**config.mk**
```make
export PLATFORM = sky130hd
export DESIGN_NAME = sync_fifo
export DESIGN_NICKNAME = d
export VERILOG_FILES = /design/src/rtl/sync_fifo.sv
export SDC_FILE = /design/constraint.sdc
export NUM_CORES = 1
export LEC_CHECK = 0
export ABC_AREA = 0
export CAP_MARGIN = 20
export CELL_PAD_IN_SITES_DETAIL_PLACEMENT = 0
export CELL_PAD_IN_SITES_GLOBAL_PLACEMENT = 1
export CORE_ASPECT_RATIO = 0.6
export CORE_MARGIN = 5
export CORE_UTILIZATION = 50
export DETAILED_ROUTE_END_ITERATION = 7
export PLACE_DENSITY_LB_ADDON = 0.15
export SKIP_LAST_GASP = 1
export SYNTH_ARGS = -nofsm -noshare
export SYNTH_HDL_FRONTEND = slang
export SYNTH_SLANG_ARGS = --single-unit
```
**constraint.sdc**
```tcl
create_clock -name wclk -period 2.52 [get_ports wclk]
set_input_delay 0.378 -clock wclk [delete_from_list [all_inputs] [get_ports wclk]]
set_output_delay 0.378 -clock wclk [all_outputs]
set_load 0.02 [all_outputs]
```
**src/rtl/sync_fifo.sv**
```systemverilog
// Single-clock FIFO with occupancy count, almost-full/empty flags and sticky overflow/underflow.
// Define SYNC_FIFO_FWFT_EN for first-word-fall-through reads; otherwise reads have 1-cycle latency.
module sync_fifo #(
  parameter int unsigned DATASIZE      = 8,
  parameter int unsigned ADDRSIZE      = 4,
  parameter int unsigned AFULL_THRESH  = (1 << ADDRSIZE) - 2,
  parameter int unsigned AEMPTY_THRESH = 2
) (
  input  logic                wclk,
  input  logic                wrst_n,
  input  logic                winc,
  input  logic [DATASIZE-1:0] wdata,
  input  logic                rinc,
  output logic [DATASIZE-1:0] rdata,
  output logic                wfull,
  output logic                rempty,
  output logic                almost_full,
  output logic                almost_empty,
  output logic [ADDRSIZE:0]   count,
  output logic                overflow,
  output logic                underflow,
  input  logic                err_clr
);

  localparam int unsigned DEPTH = 1 << ADDRSIZE;
  localparam logic [ADDRSIZE:0] AFULL_C  = AFULL_THRESH[ADDRSIZE:0];
  localparam logic [ADDRSIZE:0] AEMPTY_C = AEMPTY_THRESH[ADDRSIZE:0];

  logic [DATASIZE-1:0] mem [DEPTH];

  logic [ADDRSIZE:0]   wptr_q, wptr_d, rptr_q, rptr_d, count_q, count_d;
  logic                wfull_q, wfull_d, rempty_q, rempty_d;
  logic                afull_q, afull_d, aempty_q, aempty_d;
  logic                overflow_q, overflow_d, underflow_q, underflow_d;
  logic [DATASIZE-1:0] rdata_q;
  logic                wr_en, rd_en;
  logic                rd_load, rd_bypass;
  logic [ADDRSIZE-1:0] rd_addr;

  always_comb begin
    wr_en       = winc & ~wfull_q;
    rd_en       = rinc & ~rempty_q;
    wptr_d      = wptr_q + {{ADDRSIZE{1'b0}}, wr_en};
    rptr_d      = rptr_q + {{ADDRSIZE{1'b0}}, rd_en};
    count_d     = count_q + {{ADDRSIZE{1'b0}}, wr_en} - {{ADDRSIZE{1'b0}}, rd_en};
    rempty_d    = (wptr_d == rptr_d);
    wfull_d     = (wptr_d[ADDRSIZE-1:0] == rptr_d[ADDRSIZE-1:0]) &&
                  (wptr_d[ADDRSIZE] != rptr_d[ADDRSIZE]);
    afull_d     = (count_d >= AFULL_C);
    aempty_d    = (count_d <= AEMPTY_C);
    // A new error in the same cycle as err_clr keeps the flag set.
    overflow_d  = (overflow_q & ~err_clr) | (winc & wfull_q);
    underflow_d = (underflow_q & ~err_clr) | (rinc & rempty_q);
`ifdef SYNC_FIFO_FWFT_EN
    // Preload the word that will be at the head after this edge; forward wdata
    // when that word is the one being written right now.
    rd_load   = ~rempty_d;
    rd_addr   = rptr_d[ADDRSIZE-1:0];
    rd_bypass = wr_en && (rptr_d == wptr_q);
`else
    rd_load   = rd_en;
    rd_addr   = rptr_q[ADDRSIZE-1:0];
    rd_bypass = 1'b0;
`endif
  end

  always_ff @(posedge wclk) begin
    if (wr_en) begin
      mem[wptr_q[ADDRSIZE-1:0]] <= wdata;
    end
  end

  always_ff @(posedge wclk or negedge wrst_n) begin
    if (!wrst_n) begin
      wptr_q      <= '0;
      rptr_q      <= '0;
      count_q     <= '0;
      wfull_q     <= 1'b0;
      rempty_q    <= 1'b1;
      afull_q     <= 1'b0;
      aempty_q    <= 1'b1;
      overflow_q  <= 1'b0;
      underflow_q <= 1'b0;
      rdata_q     <= '0;
    end else begin
      wptr_q      <= wptr_d;
      rptr_q      <= rptr_d;
      count_q     <= count_d;
      wfull_q     <= wfull_d;
      rempty_q    <= rempty_d;
      afull_q     <= afull_d;
      aempty_q    <= aempty_d;
      overflow_q  <= overflow_d;
      underflow_q <= underflow_d;
      if (rd_load) begin
        rdata_q <= rd_bypass ? wdata : mem[rd_addr];
      end
    end
  end

  assign rdata        = rdata_q;
  assign wfull        = wfull_q;
  assign rempty       = rempty_q;
  assign almost_full  = afull_q;
  assign almost_empty = aempty_q;
  assign count        = count_q;
  assign overflow     = overflow_q;
  assign underflow    = underflow_q;

endmodule

```
After elaboration in Yosys (flattened, before gate mapping)
Memory sizes are Yosys's and may differ from the RTL's. A register that Yosys moved wholly into a read port is not among the register bits.
Index checks and enable logic that the tools add are counted.
- memories kept: 1
- logic and storage cells: 34
- RAM bits: 128
- register bits: 21
- memory list (name ; words ; width ; read ports ; clocked after memory_dff ; write ports ; RTL line ; source):
    mem ; 16 ; 8 ; 1 ; 1 ; 1 ; 29 ; logic [DATASIZE-1:0] mem [DEPTH];
- reductions and logical operators: 2
- equality and inequality tests: 3
- multiplexer cells: 2
- add/subtract/negate cells: 4
- magnitude comparators: 2
- bitwise logic cells: 11
- operators with widths (operator ; count):
    adder 5 x 1 -> 5 bit ; 3
    AND 1 bit ; 6
    equality test 5 bit ; 1
    greater-or-equal comparator 5 x 4 -> 1 bit, second input constant ; 1
    less-or-equal comparator 5 x 2 -> 1 bit, second input constant ; 1
    subtractor 5 x 1 -> 5 bit ; 1
    equality test 4 bit ; 1
    inverter 1 bit ; 3
    2-to-1 mux 1 bit ; 2
    OR 1 bit ; 2
    logical AND 1 bit ; 1
    logical NOT 1 bit ; 1
    inequality test 1 bit ; 1

Longest topological paths before layout
- depth in word-level cells: 5
- mapped depth: 10
- mapped depth without buffers: 10

Least setup slack after synthesis
OpenSTA, ideal clock, no wires.
- path type: flip-flop to flip-flop
- start: reg rempty_q, in the netlist rempty
- end: reg aempty_q, in the netlist almost_empty
- path buffers: 1
- path slack: 0.138 ns
- data arrival time: 2.261 ns
- cell stages (with the launch flop): 11
- clock period less this slack: 2.382 ns
- cell sequence: dfstp_2 nand2b_1 clkbuf_1 nand2_1 nand2_1 ha_1 fa_1 a21o_1 a21oi_1 xnor2_1 a2111oi_0
- longest elaborated chain between the ends: 4
- ends and longest elaborated chain (element ; RTL line ; source):
    start, declared ; 32 ; logic wfull_q, wfull_d, rempty_q, rempty_d;
    start signal, assigned ; 90 ; rempty_q <= rempty_d;
    inverter 1 bit ; 42 ; rd_en = rinc & ~rempty_q;
    AND 1 bit ; 42 ;
    subtractor 5 x 1 -> 5 bit ; 45 ; count_d = count_q + {{ADDRSIZE{1'b0}}, wr_en} - {{ADDRSIZE{1'b0}}, rd_en};
    named net count_d[4] ; 31 ; logic [ADDRSIZE:0] wptr_q, wptr_d, rptr_q, rptr_d, count_q, count_d;
    less-or-equal comparator 5 x 2 -> 1 bit ; 50 ; aempty_d = (count_d <= AEMPTY_C);
    named net aempty_d ; 33 ; logic afull_q, afull_d, aempty_q, aempty_d;
    end signal, assigned ; 92 ; aempty_q <= aempty_d;
    end, declared ; 33 ;
The timed path passes the listed nets, and every way through them passes these cells.

Worst setup path after layout
- start: reg rempty_q, in the netlist rempty
- end: reg afull_q, in the netlist almost_full
- longest elaborated chain between the ends: 4
- ends and longest elaborated chain (element ; RTL line ; source):
    inverter 1 bit ; 42 ;
    AND 1 bit ; 42 ;
    subtractor 5 x 1 -> 5 bit ; 45 ;
    named net count_d[4] ; 31 ;
    greater-or-equal comparator 5 x 4 -> 1 bit ; 49 ; afull_d = (count_d >= AFULL_C);
    named net afull_d ; 33 ;
    end signal, assigned ; 91 ; afull_q <= afull_d;
    end, declared ; 33 ;
The timed path passes the listed nets, and every way through them passes these cells.

==> flow_metrics.py <==
metrics = {
    "placed_design": {
        "io_buffers": 31,
        "dp_cells": 614,
        "gp_congestion": 0.787,
        "hpwl_mm": 9.00,
    },
    "floorplan": {
        "die_height_um": 97.0,
        "die-area_um2": 15000,
        "die_width_um": 155,
        "rows": 31,
        "coreArea_um2": 12200,
        "ios": 32,
        "start_util": 0.518,
    },
    "timing": {
        "drv_slew": 0,
        "finalCriticalPeriod_ps": 2350,
        "period_share": 0.934,
        "slew-limit-headroom": 0.501,
        "setup_viol": 0,
        "rsz0062_at_grt": "false",
        "hold_viol_final": 0,
        "worstMarginPinSlew_ps": 746,
        "clock.fmax_mhz": 425,
        "skew_ps": 10.1,
    },
    "worst_hold_path": {
        "hp-class": "in -> async",
    },
    "final_layout": {
        "final.fill_count": 891,
        "drive_gt1_frac": 0.143,
        "area_growth_pct": 20.9,
        "final_common_cell": "edfxtp_1",
        "layout_common_cells": "128 x edfxtp_1, 64 x mux2i_1, 31 x nand2_1, 31 x clkdlybuf4s50_1, 30 x buf_4",
        "antenna_cells": 0,
        "final_cell_count_no_fill": 646,
        "nets": 489,
        "final_util": 0.626,
    },
    "routing": {
        "drt_first_pass_iters": 4,
        "wl_per_cell_um": 21.0,
        "routed-via-count": 3547,
        "drt_iter0_markers": 275,
        "ant_nets": 0,
        "drc": 0,
        "routed_via_density": 5.49,
        "wl_mm": 13.6,
    },
    "logic_synthesis": {
        "yosys.area.top_type": "edfxtp_1",
        "synth_xor_area_frac": 0.0266,
        "ys_async_sr_fraction": 0.185,
        "ys_types": 32,
        "synth-adder-area-share": 0.0171,
        "synth_top_family_by_area": "multiplexers",
        "netlist_instances": 405,
        "synthMuxAreaShare": 0.102,
        "synth_top_area_frac": 0.610,
        "synth_enable_flop_cells": 128,
        "yosys.area_share.simple": 0.0715,
        "synth_sequential_area_ratio": 0.725,
        "avgSynthCellArea_um2": 15.6,
        "synth_ff_type": "edfxtp_1",
        "synth_compound_area_frac": 0.0401,
        "ys_ff_latch": 157,
        "synth-warning-count": 0,
        "syn_nets": 426,
        "synthTopCellsByArea": "edfxtp_1 61%, dfrtp_1 11%, mux2i_1 10%",
        "syn-cell-area_um2": 6300,
    },
    "clocking": {
        "cts.clk_slew.worst_paths_ps": 60,
        "cts_tree": "built",
        "post_cts_buffers": 0,
        "clock_sinks": 157,
        "root_buffer": "clkbuf_16",
        "clockBufferDepth": 2,
        "htree_levels": 4,
        "clk_latency_ps": 410,
        "cts_buffers": 17,
    },
    "pwr": {
        "max-vdd-ir-drop_mv": 0.548,
        "leakage_nw": 2.90,
        "p_per_area_nw_per_um2": 1260,
    },
    "critical_path": {
        "critPathLaunchType": "flip-flop",
        "crit_path_end_kind": "flip-flop",
        "reg2reg_slack_ps": 170,
        "path_max_fanout": 6,
        "arrival_ps": 2660,
        "worstPathRequired_ps": 2820,
        "path_class": "reg -> reg",
    },
    "grt": {
        "gr-total-overflow": 0,
        "grtUsageTotal": 0.191,
        "grt_pass1_vias": 3468,
        "antenna_found_initial": 1,
        "grt_first_pass_wirelength_mm": 21.1,
        "grt_start_max_net_pins": 41,
    },
    "run": {
        "maxCapViolations": 0,
    },
    "status": {
        "status": "completed",
    },
}
## routing by layer
metal | share of wire | vias to the layer above | GRT usage | wire length, µm
li1 | - | 1646 | - | -
met1 | 0.48 | 1770 | 0.310 | 6480
met2 | 0.42 | 118 | 0.243 | 5690
met3 | 0.094 | 13 | 0.0616 | 1270
met4 | 0.0090 | 0 | 0.0509 | 122
met5 | 0 | - | 0 | 0
## where the power goes
group	switching [mW]	internal [mW]	total, mW
Clock	0.974	1.65	2.63
Sequential	0.332	3.30	3.63
Combinational	1.89	1.47	3.36
## worst paths after layout
path                       cells after the start                      to            startpoint
hold reg to reg                                2    rdata[7]$_DFFE_PN0P_  rdata[7]$_DFFE_PN0P_
setup reg to reg                              10   almost_full$_DFF_PN0_      rempty$_DFF_PN1_
min in group wclk                              2    rdata[7]$_DFFE_PN0P_  rdata[7]$_DFFE_PN0P_
max in group asynchronous                      2  almost_empty$_DFF_PN1_                wrst_n
hold / removal                                 2         wfull$_DFF_PN0_                wrst_n
setup / recovery                              10   almost_full$_DFF_PN0_      rempty$_DFF_PN1_
## cell type report
cell class	count	area (µm²)	area share
timing repair buffer	62	556	0.0729
inverter	8	30.0	0.00394
clock buffer	24	523	0.0686
tap	165	206	0.0271
clock inverter	8	103	0.0135
multi-input combinational	222	1630	0.213
sequential	157	4580	0.601
## cells by family (layout without fill, tap and decap cells)
family | Yosys count | count (layout)
xor gates and xnor gates | 16 | 16
adders and majority gates | 8 | 8
and+or+nand+nor | 94 | 94
DFF | 157 | 157
buffers and inverters | 26 | 102
AOI/OAI and AO/OA | 40 | 40
muxes | 64 | 64
## stage by stage
step / hold slack [ps] / power (mW) / TNS [ps] / setup slack, ps / cell area [µm²]
after floorplan: 82.4 / 5.72 / 0 / 138 / 6300
after global routing: 406 / 10.1 / 0 / 30.0 / 7620
after detailed placement: 478 / 6.99 / -453 / -258 / 6990
after global placement: 461 / 6.93 / -219 / -139 / 6990
after CTS: 371 / 9.63 / 0 / 70.6 / 7610
final: 366 / 9.62 / 0 / 167 / 7620
## registers in the layout (all words and copies together), names as in the netlist
signal        flops
mem             128
rdata             8
count             5
rptr_q            5
wptr_q            5
almost_empty      1
almost_full       1
overflow          1
rempty            1
underflow         1
wfull             1
## what timing repair did
item / in CTS / in global routing
resized for setup: 0 / 2
hold buffers: 0 / 0
setup endpoints to repair: 0 / 1
## worst max-delay path: stages (launching register included)
cell and delay (ps):
dfstp_2 570, nor2b_1 70, nand2_1 90, nand2_1 60, ha_1 200, fa_1 400, a21o_1 180, a21oi_1 170
xnor2_1 120, buf_4 150, a31o_2 210
## Yosys cell counts, drive strengths merged, types with 4 or more instances
cell and count:
edfxtp 128, mux2i 64, nand2 31, nand3 29, dfrtp 27, a21oi 18, a22oi 16, nor2 14
buf 10, clkbuf 8, inv 8, ha 7, xnor2 7, xor2 7, nor3 5, nand2b 4
(Power assumes the default switching activity.)
